### config.mk
export PLATFORM = sky130hd
export DESIGN_NAME = btn_debounce
export DESIGN_NICKNAME = d
export VERILOG_FILES = /design/src/rtl/btn_debounce.sv
export SDC_FILE = /design/constraint.sdc
export NUM_CORES = 1
export LEC_CHECK = 0
export CAP_MARGIN = 25
export CELL_PAD_IN_SITES_DETAIL_PLACEMENT = 0
export CELL_PAD_IN_SITES_GLOBAL_PLACEMENT = 1
export CORE_ASPECT_RATIO = 0.5
export CORE_MARGIN = 2
export CORE_UTILIZATION = 52
export CTS_CLUSTER_DIAMETER = 200
export DETAILED_ROUTE_END_ITERATION = 10
export GPL_ROUTABILITY_DRIVEN = 1
export HOLD_SLACK_MARGIN = 0.02
export PLACE_DENSITY = 0.93
export SYNTH_ARGS = -nofsm -noshare
export SYNTH_HDL_FRONTEND = slang
export SYNTH_SLANG_ARGS = --single-unit
### constraint.sdc
create_clock -name Bus2IP_Clk -period 4 [get_ports Bus2IP_Clk]
set_input_delay 0.4 -clock Bus2IP_Clk [delete_from_list [all_inputs] [get_ports Bus2IP_Clk]]
set_output_delay 0.4 -clock Bus2IP_Clk [all_outputs]
set_load 0.05 [all_outputs]
### src/rtl/btn_debounce.sv
// Push-button conditioner: a two-flop synchronizer per channel feeding a four-state debounce FSM.
// Outputs a bounce-free level plus registered one-cycle press/release pulses per button.
//
// state     | meaning
// ----------+------------------------------------------------------------
// IDLE_LOW  | accepted level 0, input agrees, counter held at 0
// WAIT_HIGH | accepted level 0, input high, counting toward acceptance
// IDLE_HIGH | accepted level 1, input agrees, counter held at 0
// WAIT_LOW  | accepted level 1, input low, counting toward acceptance
module btn_debounce #(
    parameter int NUM_BTN         = 3,
    parameter int DEBOUNCE_CYCLES = 250000,
    parameter int CNTR_WIDTH      = 18
) (
    input  logic               Bus2IP_Clk,
    input  logic               Bus2IP_Reset,
    input  logic [NUM_BTN-1:0] btn_raw,
    output logic [NUM_BTN-1:0] btn_db,
    output logic [NUM_BTN-1:0] btn_press,
    output logic [NUM_BTN-1:0] btn_release
);

    typedef enum logic [1:0] {
        IDLE_LOW  = 2'd0,
        WAIT_HIGH = 2'd1,
        IDLE_HIGH = 2'd2,
        WAIT_LOW  = 2'd3
    } db_state_t;

    // The counter tops out at DEBOUNCE_CYCLES-1, so it must fit in CNTR_WIDTH bits.
    if ((DEBOUNCE_CYCLES < 2) ||
        (longint'(DEBOUNCE_CYCLES) > (longint'(1) << CNTR_WIDTH))) begin : g_bad_param
        $error("btn_debounce: DEBOUNCE_CYCLES must lie in 2..2**CNTR_WIDTH");
    end

    localparam logic [CNTR_WIDTH-1:0] CNT_LAST = CNTR_WIDTH'(DEBOUNCE_CYCLES - 1);
    localparam logic [CNTR_WIDTH-1:0] CNT_ONE  = CNTR_WIDTH'(1);

    logic [NUM_BTN-1:0] sync1_q, sync1_d;
    logic [NUM_BTN-1:0] sync2_q, sync2_d;

    always_comb begin
        sync1_d = btn_raw;
        sync2_d = sync1_q;
    end

    always_ff @(posedge Bus2IP_Clk or posedge Bus2IP_Reset) begin
        if (Bus2IP_Reset) begin
            sync1_q <= '0;
            sync2_q <= '0;
        end else begin
            sync1_q <= sync1_d;
            sync2_q <= sync2_d;
        end
    end

    for (genvar i = 0; i < NUM_BTN; i++) begin : g_ch
        db_state_t             state_q, state_d;
        logic [CNTR_WIDTH-1:0] cnt_q, cnt_d;
        logic                  db_q, db_d;
        logic                  press_q, press_d;
        logic                  release_q, release_d;
        logic                  in_s;

        assign in_s = sync2_q[i];

        always_comb begin
            state_d   = state_q;
            cnt_d     = '0;
            db_d      = db_q;
            press_d   = 1'b0;
            release_d = 1'b0;
            case (state_q)
                IDLE_LOW: begin
                    if (in_s) begin
                        state_d = WAIT_HIGH;
                        cnt_d   = CNT_ONE;
                    end
                end
                WAIT_HIGH: begin
                    if (!in_s) begin
                        state_d = IDLE_LOW;
                    end else if (cnt_q == CNT_LAST) begin
                        state_d = IDLE_HIGH;
                        db_d    = 1'b1;
                        press_d = 1'b1;
                    end else begin
                        cnt_d = cnt_q + CNT_ONE;
                    end
                end
                IDLE_HIGH: begin
                    if (!in_s) begin
                        state_d = WAIT_LOW;
                        cnt_d   = CNT_ONE;
                    end
                end
                WAIT_LOW: begin
                    if (in_s) begin
                        state_d = IDLE_HIGH;
                    end else if (cnt_q == CNT_LAST) begin
                        state_d   = IDLE_LOW;
                        db_d      = 1'b0;
                        release_d = 1'b1;
                    end else begin
                        cnt_d = cnt_q + CNT_ONE;
                    end
                end
                default: begin
                    state_d = IDLE_LOW;
                    db_d    = 1'b0;
                end
            endcase
        end

        always_ff @(posedge Bus2IP_Clk or posedge Bus2IP_Reset) begin
            if (Bus2IP_Reset) begin
                state_q   <= IDLE_LOW;
                cnt_q     <= '0;
                db_q      <= 1'b0;
                press_q   <= 1'b0;
                release_q <= 1'b0;
            end else begin
                state_q   <= state_d;
                cnt_q     <= cnt_d;
                db_q      <= db_d;
                press_q   <= press_d;
                release_q <= release_d;
            end
        end

        assign btn_db[i]      = db_q;
        assign btn_press[i]   = press_q;
        assign btn_release[i] = release_q;
    end

endmodule

* Word level (Yosys, flattened, before mapping)
Cells that the tools add are included.
Widths: inputs -> output; s select.
** Storage, ports and cells
- Output and inout port bits :: 9
- Logic and storage cells :: 137
- Flip-flop bits (word level) :: 75
** Cells by class
- $add $sub $neg :: 3
- Reduce and logical (&&, ||, !) cells :: 12
- Eq/ne operators :: 36
- Mux-type cells :: 69
** Operators with widths (count)
- $pmux 18 s4 :: 3
- $mux 18 :: 9
- $add 18x1->18 const B :: 3
- $eq 18x18->1 const B :: 3
- $mux 2 :: 18
- $ne 2x2->1 const B :: 18
- $mux 1 :: 33
- $pmux 2 s4 :: 3
- $ne 3x3->1 const B :: 6
- $reduce_and 5->1 :: 3
- $eq 2x2->1 const B :: 6
- $reduce_and 4->1 :: 3
- $eq 2x1->1 const B :: 3
- $logic_not 2->1 :: 3
- $pmux 1 s2 :: 3
- $reduce_bool 2->1 :: 3

* Logic depth before layout (Yosys ltp)
Gate-level depths: netlist of the first run.
- Word-level depth :: 4
- Mapped depth :: 6
- Gate-level depth less buffers :: 5

* Worst setup path after synthesis of the first run
OpenSTA, ideal clock, no wires.
- Path type :: flip-flop to flip-flop
- Start :: register g_ch[1].cnt_q[11]
- End :: register g_ch[1].cnt_q[10]
- Slack :: 2.048 ns
- Data arrival time :: 1.834 ns
- Clock period less this slack :: 1.952 ns
- Cell stages (with the launch flop) :: 6
- Library setup time :: 0.119 ns
- Cell sequence :: dfrtp_1 or4b_1 or4_4 o21ai_4 buf_6 nor2_1
** On the way
- Longest elaborated chain between the ends :: 4
- Elaborated cells on any way between the ends :: 5
** RTL lines
- from (decl) :: line 59 : logic [CNTR_WIDTH-1:0] cnt_q, cnt_d;
- from (signal assigned) :: line 124 : cnt_q <= cnt_d;
- $eq 18x18->1 (*) :: line 83, 100
- $mux 18 (*) :: line 83, 100
- $mux 18, on equally long branches :: line 98, 81
- $pmux 18 s4 (*) :: line 73 : case (state_q)
- net g_ch[1].cnt_d[10] :: line 59
The timed path passes the listed nets; every way through them passes the cells marked *.
A chain may end at the register's enable or synchronous reset.

* Final worst setup path of the first run
- Start :: register g_ch[1].cnt_q[11]
- End :: register g_ch[1].cnt_q[17]
** On the way
- Longest elaborated chain between the ends :: 4
- Elaborated cells on any way between the ends :: 6
** RTL lines (line)
- $add 18x1->18 or $eq 18x18->1 (tied branches)
- $mux 18 (*) :: 83, 100
- $mux 18, on equally long branches :: 98, 81
- $pmux 18 s4 (*) :: 73
- net g_ch[1].cnt_d[17] :: 59
Marked as above.

==> flow_metrics.py, run 1 <==
metrics = {
    "drt": {
        "detail_route.first_pass.iterations": 4,
        "drt-wirelength-per-cell_um": 14.26,
        "ant_nets": 0,
        "drt_iter0_drc": 180,
        "route.final.wire_length_mm": 6.672,
        "routed_via_count_divided_by_cell_count": 5.585,
        "detailroute.via_count": 2614,
        "drc": 0,
    },
    "clocking": {
        "clkSinkCount": 75,
        "tritoncts": "done",
        "clock_root_buffer_master": "sky130_fd_sc_hd__clkbuf_16",
        "cts.reportedPaths.clkPinSlew_ns": 0.06,
        "clk-insertion-delay-late_ns": 0.33,
        "postCtsHoldBufs": 0,
        "post-cts-setup-buffers": 0,
        "maximum_buffer_depth_of_the_clock_tree": 2,
        "cts_buffers": 9,
        "cts_repair_resize_count": 0,
        "htree_levels": 3,
    },
    "logic_synthesis": {
        "synth.yosys.warnings": 0,
        "synth.avg_cell_area_um2": 10.10,
        "synth_top_cells_by_area": "sky130_fd_sc_hd__dfrtp_1 52%, sky130_fd_sc_hd__xnor2_1 8.0%, sky130_fd_sc_hd__nor2_1 5.6%, sky130_fd_sc_hd__nor4_1 2.9%, sky130_fd_sc_hd__nand3_1 2.6%",
        "synth_edf_count": 0,
        "post_synth_instance_area_um2": 3616,
        "postSynthCellCount": 358,
        "synth_top_area_share": 0.5190,
        "ys.flop_type": "sky130_fd_sc_hd__dfrtp_1",
        "async_flop_share": 1.000,
        "synth-seq-area-share": 0.5190,
        "yosysTopAreaCell": "sky130_fd_sc_hd__dfrtp_1",
        "yosys.cell_types.count": 47,
        "synth-seq-cells": 75,
        "synthesis.nets": 366,
    },
    "timing": {
        "skew_ns": 0.006892,
        "timing.final.hold_violations": 0,
        "setup-violations-final": 0,
        "max_freq_mhz": 448.6,
        "fin_crit_ns": 2.229,
        "slew-limit-headroom": 0.5174,
        "post_route_setup_tns_ns": 0,
        "layout_worst_path_cycle_share": 0.5573,
        "max_slew.worst_pin.slew_ns": 0.7229,
        "timing.hold.ws_ns": 0.3470,
        "rsz0062_at_grt": "no",
        "timing_max_transition_violations_final": 0,
    },
    "critical_path": {
        "arrival_ns": 2.45,
        "rr_worst_depth": 4,
        "crit_fanout": 15,
        "cp_data_required_time_ns": 4.22,
        "end_kind": "register",
        "critical_path_source_type": "register",
        "critical_path.reg2reg.startpoint": "g_ch[1].cnt_q[11]",
        "setup.worst_path.class": "register to register",
        "ff2ff_setup_slack_ns": 1.77,
        "critical_path.reg2reg.endpoint": "g_ch[1].cnt_q[17]",
    },
    "place": {
        "gp_congestion": 0.8236,
        "dp_hpwl_mm": 4.521,
        "port_buffers": 13,
    },
    "floorplanning": {
        "start_util": 0.5397,
        "placement_rows": 21,
        "placeableCoreArea_um2": 6700,
        "dieWidth_um": 121.9,
        "dieArea_um2": 7677,
        "ios": 14,
        "floorplan.die.height_um": 62.97,
    },
    "grt": {
        "antenna_found_initial": 0,
        "grt_max_degree": 41,
        "grt_overflow_total": 0,
        "gr-usage-all-layers": 0.2002,
        "grt_first_pass_wirelength_mm": 11.94,
        "first_global_vias": 2539,
    },
    "power": {
        "power.internal_w": 0.001313,
        "power_density_nw_per_um2": 402.6,
        "power_switching_w": 0.0003391,
        "power.ir.vdd_worst_mv": 0.2148,
        "leakagePower_nw": 1.630,
        "clkPwrFrac": 0.502,
        "power.switching_fraction": 0.2053,
        "sequential_power_share": 0.471,
        "comb_power_share": 0.027,
    },
    "final_layout": {
        "design.final.nets": 379,
        "filler_cell_count": 565,
        "drive_gt1_frac": 0.07181,
        "most_used_cells_in_the_layout_excluding_fill_and_tap_cells": "75 x sky130_fd_sc_hd__dfrtp_1, 54 x sky130_fd_sc_hd__nor2_1, 33 x sky130_fd_sc_hd__xnor2_1",
        "final_common_cell": "sky130_fd_sc_hd__dfrtp_1",
        "antennaDiodeCount": 0,
        "area_growth_pct": 13.46,
    },
    "hold_path": {
        "hold-path-endpoint": "sync2_q[1]",
        "hold_depth": 0,
        "worst_hold_startpoint": "sync1_q[1]",
        "hold_path_class": "register to register",
    },
    "run_status": {
        "outcome": "finished clean",
    },
    "job": {
        "drv.max_cap_violation_count": 0,
    },
}
==> power by group through the flow <==
stage | Sequential, W | Combinational [W] | Clock [W]
floorplan | 0.000788 | 0.0000323 | 0
global placement | 0.000790 | 0.0000449 | 0
detailed placement | 0.000791 | 0.0000464 | 0
CTS | 0.000777 | 0.0000464 | 0.000848
global route | 0.000779 | 0.0000523 | 0.000880
finish | 0.000778 | 0.0000449 | 0.000829
==> registers in the layout (all words and copies together), names as in the netlist, named ones only <==
register / flops
g_ch.release_q: 3
g_ch.cnt_q: 54
g_ch.press_q: 3
g_ch.db_q: 3
sync1_q: 3
g_ch.state_q: 3
sync2_q: 3
==> critical path, cell delays in order (launching register included) <==
cell and delay [ns]:
sky130_fd_sc_hd__dfrtp_1 0.44, sky130_fd_sc_hd__or4b_1 0.53, sky130_fd_sc_hd__or4_4 0.55, sky130_fd_sc_hd__o21ai_4 0.37, sky130_fd_sc_hd__o21ba_2 0.22
==> logic make-up after synthesis <==
logic type,Yosys count,synth area share
multiplexers,4,0.01142
XOR/XNOR,43,0.1042
AO/OA/AOI/OAI,28,0.05745
adder cells (fa/ha/maj),3,0.01038
flip-flops,75,0.5190
AND/OR/NAND/NOR,171,0.2505
buffers and inverters,34,0.04706
==> synthesized netlist by cell type, drive strengths merged, types with 10 or more instances <==
| cell | count |
|---|---|
| inv | 20 |
| nand3 | 19 |
| and3 | 12 |
| xnor2 | 33 |
| nor2 | 54 |
| xor2 | 10 |
| nor3 | 16 |
| nand4 | 14 |
| buf | 11 |
| nand2 | 14 |
| dfrtp | 75 |
| nor4 | 17 |
==> metrics by stage <==
stage | std cells | setup slack, ns | total power (W) | utilization | instance area [um^2]
floorplan | 358 | 1.690 | 0.0008206 | - | 3616
global placement | 452 | 1.819 | 0.0008347 | 0.5655 | 3789
detailed placement | 452 | 1.794 | 0.0008372 | 0.5655 | 3789
CTS | 468 | 1.771 | 0.001672 | 0.6123 | 4103
global route | 468 | 1.699 | 0.001711 | 0.6123 | 4103
finish | 468 | 1.771 | 0.001652 | 0.6123 | 4103
==> routing by layer <==
layer	track usage	routed length, um	vias up
met4	0.06034	48	0
met3	0.06478	237	5
met5	0	0	-
met1	0.2639	3198	1295
li1	-	-	1288
met2	0.3177	3186	26
==> layout make-up <==
cell class,instances,area (um^2),share of cell area
Timing Repair Buffer,16,152.6,0.03721
Inverter,20,75.07,0.01830
Clock inverter,4,47.55,0.01159
Tap cell,92,115.1,0.02806
Multi-Input combinational cell,249,1569,0.3824
Sequential cell,75,1877,0.4575
Clock buffer,12,266.5,0.06496
==> worst max-delay path by stage <==
| stage | startpoint | endpoint | slack, ns | cells past startpoint |
|---|---|---|---|---|
| 2_1_floorplan | Bus2IP_Reset | asynchronous set/reset pin | 1.69 | 1 |
| 3_3_place_gp | g_ch[1].cnt_q[11] | g_ch[1].cnt_q[17] | 1.82 | 4 |
| 3_5_place_dp | g_ch[1].cnt_q[11] | g_ch[1].cnt_q[17] | 1.79 | 4 |
| 4_1_cts | g_ch[1].cnt_q[11] | g_ch[1].cnt_q[17] | 1.77 | 4 |
| 5_1_grt | g_ch[1].cnt_q[11] | g_ch[1].cnt_q[17] | 1.70 | 4 |
| 6_report | g_ch[1].cnt_q[11] | g_ch[1].cnt_q[17] | 1.77 | 4 |
Power figures use the tool's default switching activity.
==> inputs of run 2 (changes only) <==
--- a/config.mk
+++ b/config.mk
@@ -10,12 +10,12 @@
 export CELL_PAD_IN_SITES_GLOBAL_PLACEMENT = 1
 export CORE_ASPECT_RATIO = 0.5
 export CORE_MARGIN = 2
-export CORE_UTILIZATION = 52
+export CORE_UTILIZATION = 43
 export CTS_CLUSTER_DIAMETER = 200
 export DETAILED_ROUTE_END_ITERATION = 10
 export GPL_ROUTABILITY_DRIVEN = 1
 export HOLD_SLACK_MARGIN = 0.02
-export PLACE_DENSITY = 0.93
+export PLACE_DENSITY = 0.83
 export SYNTH_ARGS = -nofsm -noshare
 export SYNTH_HDL_FRONTEND = slang
 export SYNTH_SLANG_ARGS = --single-unit
==> constraint.sdc (replaced) <==
create_clock -name Bus2IP_Clk -period 2 [get_ports Bus2IP_Clk]
set_input_delay 0.2 -clock Bus2IP_Clk [delete_from_list [all_inputs] [get_ports Bus2IP_Clk]]
set_output_delay 0.2 -clock Bus2IP_Clk [all_outputs]
set_load 0.05 [all_outputs]
==> flow_metrics.py, run 2 (same netlist as run 1, synthesis figures left out) <==
metrics = {
    "floorplanning": {
        "ios": 14,
        "start_util": 0.4472,
        "dieArea_um2": 9204,
        "floorplan.die.height_um": 68.85,
        "placement_rows": 23,
        "dieWidth_um": 133.7,
        "placeableCoreArea_um2": 8087,
    },
    "power": {
        "power.internal_w": 0.002734,
        "clkPwrFrac": 0.516,
        "power.ir.vdd_worst_mv": 0.3695,
        "comb_power_share": 0.031,
        "power_density_nw_per_um2": 792.9,
        "sequential_power_share": 0.452,
        "leakagePower_nw": 1.744,
        "power.switching_fraction": 0.2045,
        "power_switching_w": 0.0007026,
    },
    "drt": {
        "ant_nets": 0,
        "drt_iter0_drc": 89,
        "route.final.wire_length_mm": 7.115,
        "detailroute.via_count": 2678,
        "routed_via_count_divided_by_cell_count": 5.251,
        "drt-wirelength-per-cell_um": 13.95,
        "detail_route.first_pass.iterations": 4,
        "drc": 0,
    },
    "final_layout": {
        "layout.core_utilization": 0.5360,
        "multiInputGateArea_um2": 1575,
        "largest_register_ffs": 54,
        "largest-register": "g_ch.cnt_q",
        "drive_gt1_frac": 0.1231,
        "filler_cell_count": 705,
        "final_common_cell": "sky130_fd_sc_hd__dfrtp_1",
        "design.final.nets": 401,
        "antennaDiodeCount": 0,
        "layout.area.seq_um2": 1877,
        "area_growth_pct": 19.86,
        "most_used_cells_in_the_layout_excluding_fill_and_tap_cells": "75 x sky130_fd_sc_hd__dfrtp_1, 54 x sky130_fd_sc_hd__nor2_1, 33 x sky130_fd_sc_hd__xnor2_1",
    },
    "critical_path": {
        "critPathLaunch": "g_ch[1].cnt_q[11]",
        "crit_fanout": 5,
        "end_kind": "register",
        "setup.worst_path.class": "register to register",
        "cp_data_required_time_ns": 2.22,
        "critical_path_source_type": "register",
        "critical_path.reg2reg.startpoint": "g_ch[1].cnt_q[11]",
        "rr_worst_depth": 5,
        "arrival_ns": 2.16,
    },
    "place": {
        "dp_hpwl_mm": 4.943,
        "gp_congestion": 0.7890,
        "port_buffers": 13,
    },
    "hold_path": {
        "hold_path_class": "input pin to asynchronous set/reset pin",
    },
    "grt": {
        "antenna_found_initial": 0,
        "grt_overflow_total": 0,
        "first_global_vias": 2637,
        "grt_first_pass_wirelength_mm": 12.18,
        "gr-usage-all-layers": 0.1723,
        "grt_max_degree": 34,
    },
    "timing": {
        "skew_ns": 0.005189,
        "timing_max_transition_violations_final": 0,
        "timing.final.hold_violations": 0,
        "slew-limit-headroom": 0.6304,
        "timing.hold.ws_ns": 0.2580,
        "post_route_setup_tns_ns": 0,
        "rsz0062_at_grt": "no",
        "max_slew.worst_pin.slew_ns": 0.5493,
        "layout_worst_path_cycle_share": 0.9680,
        "fin_crit_ns": 1.936,
        "max_freq_mhz": 516.5,
        "setup-violations-final": 0,
    },
    "clocking": {
        "cts.reportedPaths.clkPinSlew_ns": 0.06,
        "clkSinkCount": 75,
        "maximum_buffer_depth_of_the_clock_tree": 2,
        "clock_root_buffer_master": "sky130_fd_sc_hd__clkbuf_16",
        "tritoncts": "done",
        "cts_buffers": 9,
        "htree_levels": 3,
        "clk-insertion-delay-late_ns": 0.33,
    },
    "run_status": {
        "outcome": "finished clean",
    },
    "job": {
        "drv.max_cap_violation_count": 0,
    },
}
run 2: power groups by stage:
stage          sequential (W)  combinational, W  clock, W
2_1_floorplan         0.00158         0.0000650         0
3_3_place_gp          0.00158          0.000104         0
3_5_place_dp          0.00158          0.000107         0
4_1_cts               0.00155          0.000112   0.00181
5_1_grt               0.00156          0.000125   0.00186
6_report              0.00155          0.000108   0.00177
run 2: path summary, 6_finish.rpt:
| check | to | slack (ns) |
|---|---|---|
| max in group asynchronous | g_ch[2].cnt_q[1] | 1.19 |
| min in group Bus2IP_Clk | sync1_q[1] | 0.30 |
| max | g_ch[1].cnt_q[5] | 0.06 |
| min reg2reg | sync2_q[2] | 0.35 |
| max reg2reg | g_ch[1].cnt_q[5] | 0.06 |
| min | sync2_q[2] | 0.26 |
run 2: layer usage:
| layer | part of all wire | vias to the layer above | track usage | wire length, um |
|---|---|---|---|---|
| li1 | - | 1326 | - | - |
| met1 | 0.47 | 1318 | 0.2032 | 3367 |
| met2 | 0.48 | 22 | 0.2983 | 3400 |
| met3 | 0.032 | 12 | 0.05190 | 230 |
| met4 | 0.016 | 0 | 0.08378 | 116 |
| met5 | 0 | - | 0 | 0 |
run 2: worst max-delay path, stage by stage, from the launching register on:
cell                      delay [ns]
sky130_fd_sc_hd__dfrtp_1        0.37
sky130_fd_sc_hd__or4b_1         0.52
sky130_fd_sc_hd__or4_4          0.49
sky130_fd_sc_hd__o21ai_4        0.22
sky130_fd_sc_hd__buf_4          0.17
sky130_fd_sc_hd__nor2_1         0.05
run 2: cell type report:
type | count | share of cell area
Clock buffer | 12 | 0.05918
Inverter | 20 | 0.01819
Sequential cell | 75 | 0.4330
Multi-Input combinational cell | 249 | 0.3635
Clock inverter | 4 | 0.01674
Timing Repair Buffer | 38 | 0.07708
Tap cell | 112 | 0.03233
run 2: through the flow:
| step | power, W | instances | worst slack, ns | instance area (um^2) |
|---|---|---|---|---|
| finish | 0.003436 | 510 | 0.06404 | 4334 |
| CTS | 0.003472 | 510 | 0.03962 | 4328 |
| floorplan | 0.001642 | 358 | 0.04778 | 3620 |
| detailed placement | 0.001688 | 493 | 0.006694 | 3988 |
| global placement | 0.001683 | 493 | 0.03408 | 3988 |
| global route | 0.003541 | 510 | 0.007935 | 4334 |
run 2: timing repair:
action	4_1_cts	5_1_grt
hold endpoints to repair	0	0
endpoints found under the setup margin	6	4
pin swaps	2	1
hold buffers	0	0
buffers inserted	1	0
resized for setup	1	1
==> inputs of run 3 (changes only) <==
--- a/config.mk
+++ b/config.mk
@@ -9,7 +9,6 @@
 export CELL_PAD_IN_SITES_DETAIL_PLACEMENT = 0
 export CELL_PAD_IN_SITES_GLOBAL_PLACEMENT = 1
 export CORE_ASPECT_RATIO = 0.5
-export CORE_MARGIN = 2
 export CORE_UTILIZATION = 43
 export CTS_CLUSTER_DIAMETER = 200
 export DETAILED_ROUTE_END_ITERATION = 10
==> flow_metrics.py, run 3 (same netlist as run 1, synthesis figures left out) <==
metrics = {
    "power": {
        "power.internal_w": 0.002422,
        "power.ir.vdd_worst_mv": 0.3648,
        "power.switching_fraction": 0.2309,
        "power_switching_w": 0.0007271,
        "total_power_w": 0.003149,
        "sequential_power_share": 0.493,
        "power_density_nw_per_um2": 733.7,
        "clkPwrFrac": 0.473,
        "leakagePower_nw": 1.723,
        "comb_power_share": 0.034,
    },
    "drt": {
        "detail_route.first_pass.iterations": 4,
        "drc": 0,
        "drt-wirelength-per-cell_um": 14.16,
        "routed_via_count_divided_by_cell_count": 5.310,
        "detailroute.via_count": 2703,
        "drt_iter0_drc": 110,
        "route.final.wire_length_mm": 7.207,
        "ant_nets": 0,
    },
    "grt": {
        "gr-usage-all-layers": 0.1862,
        "first_global_vias": 2697,
        "grt_overflow_total": 0,
        "grt_max_degree": 27,
        "antenna_found_initial": 0,
        "grt_first_pass_wirelength_mm": 12.45,
    },
    "clocking": {
        "clock_root_buffer_master": "sky130_fd_sc_hd__clkbuf_16",
        "maximum_buffer_depth_of_the_clock_tree": 2,
        "clkSinkCount": 75,
        "cts.reportedPaths.clkPinSlew_ns": 0.06,
        "cts_buffers": 9,
        "tritoncts": "done",
        "htree_levels": 3,
        "clk-insertion-delay-late_ns": 0.34,
    },
    "critical_path": {
        "critical_path_source_type": "register",
        "setup.worst_path.class": "register to register",
        "crit_fanout": 7,
        "cp_data_required_time_ns": 2.22,
        "end_kind": "register",
        "arrival_ns": 2.15,
    },
    "timing": {
        "timing_max_transition_violations_final": 0,
        "fin_crit_ns": 1.929,
        "timing.final.hold_violations": 0,
        "setup-violations-final": 0,
        "layout_worst_path_cycle_share": 0.9643,
        "max_freq_mhz": 518.5,
        "skew_ns": 0.003931,
        "slew-limit-headroom": 0.6018,
        "rsz0062_at_grt": "yes",
        "max_slew.worst_pin.slew_ns": 0.5960,
    },
    "final_layout": {
        "largest-register": "g_ch.cnt_q",
        "antennaDiodeCount": 0,
        "final_common_cell": "sky130_fd_sc_hd__dfrtp_1",
        "most_used_cells_in_the_layout_excluding_fill_and_tap_cells": "75 x sky130_fd_sc_hd__dfrtp_1, 54 x sky130_fd_sc_hd__nor2_1, 33 x sky130_fd_sc_hd__xnor2_1",
        "area_growth_pct": 18.69,
        "largest_register_ffs": 54,
        "filler_cell_count": 700,
        "drive_gt1_frac": 0.1259,
        "design.final.nets": 400,
        "post_layout_nonfiller_instances": 509,
    },
    "run_status": {
        "outcome": "finished clean",
    },
    "place": {
        "gp_congestion": 0.8674,
        "port_buffers": 13,
        "dp_hpwl_mm": 5.045,
        "cell_count_after_placement": 492,
    },
    "floorplanning": {
        "dieWidth_um": 131.7,
        "start_util": 0.4472,
        "floorplan.die.height_um": 66.85,
        "placement_rows": 23,
        "ios": 14,
        "placeableCoreArea_um2": 8087,
        "dieArea_um2": 8802,
    },
    "hold_path": {
        "hold_path_class": "input pin to asynchronous set/reset pin",
    },
    "job": {
        "drv.max_cap_violation_count": 0,
    },
}
==> run 3: layout make-up <==
class | count | area [um^2] | area share
multi-input combinational | 249 | 1582 | 0.3685
sequential | 75 | 1877 | 0.4373
tap | 112 | 140.1 | 0.03265
inverter | 20 | 78.83 | 0.01837
timing repair buffer | 37 | 335.3 | 0.07813
clock inverter | 7 | 53.80 | 0.01254
clock buffer | 9 | 225.2 | 0.05248
==> run 3: final timing paths <==
check,end,cells past startpoint,slack (ns),startpoint
max in group asynchronous,g_ch[2].cnt_q[11],3,1.21,Bus2IP_Reset
worst min register to register,sync2_q[1],0,0.35,sync1_q[1]
min in group Bus2IP_Clk,sync1_q[1],1,0.30,btn_raw[1]
worst max-delay path,g_ch[1].cnt_q[13],5,0.07,g_ch[1].cnt_q[11]
worst max register to register,g_ch[1].cnt_q[13],5,0.07,g_ch[1].cnt_q[11]
worst min-delay path,g_ch[1].cnt_q[8],2,0.28,Bus2IP_Reset
==> run 3: metrics by stage <==
stage | setup TNS, ns | utilization | setup WS, ns | hold WS (ns) | cell area, um^2
floorplan | 0 | - | 0.04778 | 0.2314 | 3620
global placement | 0 | 0.4937 | 0.04474 | 0.3319 | 3993
detailed placement | -0.008753 | 0.4937 | -0.004974 | 0.3404 | 3993
CTS | 0 | 0.5292 | 0.04972 | 0.2887 | 4279
global route | -0.001042 | 0.5307 | -0.001042 | 0.2839 | 4292
finish | 0 | 0.5307 | 0.07137 | 0.2789 | 4292
==> run 3: power groups by stage <==
| stage | Clock, W | Combinational, W | Sequential, W |
|---|---|---|---|
| final | 0.00149 | 0.000108 | 0.00155 |
| after global routing | 0.00161 | 0.000124 | 0.00155 |
| after CTS | 0.00154 | 0.000111 | 0.00155 |
| after detailed placement | 0 | 0.000109 | 0.00158 |
| after global placement | 0 | 0.000105 | 0.00158 |
| after floorplan | 0 | 0.0000650 | 0.00158 |
==> run 3: timing repair <==
item	CTS	global route
buffers inserted	1	0
pin swaps	2	1
hold endpoints to repair	0	0
gates resized for setup	0	2
hold buffers	0	0
endpoints found under the setup margin	6	28
==> run 3: metal layers <==
| metal | vias up | wire length, um | GRT usage |
|---|---|---|---|
| li1 | 1329 | - | - |
| met2 | 43 | 3553 | 0.3254 |
| met5 | - | 0 | 0 |
| met3 | 8 | 271 | 0.06164 |
| met1 | 1323 | 3270 | 0.2151 |
| met4 | 0 | 111 | 0.07558 |
==> run 3: critical path, stage by stage (launching register included) <==
cell and delay [ns]:
sky130_fd_sc_hd__dfrtp_1 0.38, sky130_fd_sc_hd__or4b_1 0.52, sky130_fd_sc_hd__or4_4 0.49, sky130_fd_sc_hd__o21ai_4 0.19, sky130_fd_sc_hd__buf_4 0.18, sky130_fd_sc_hd__a21oi_1 0.04
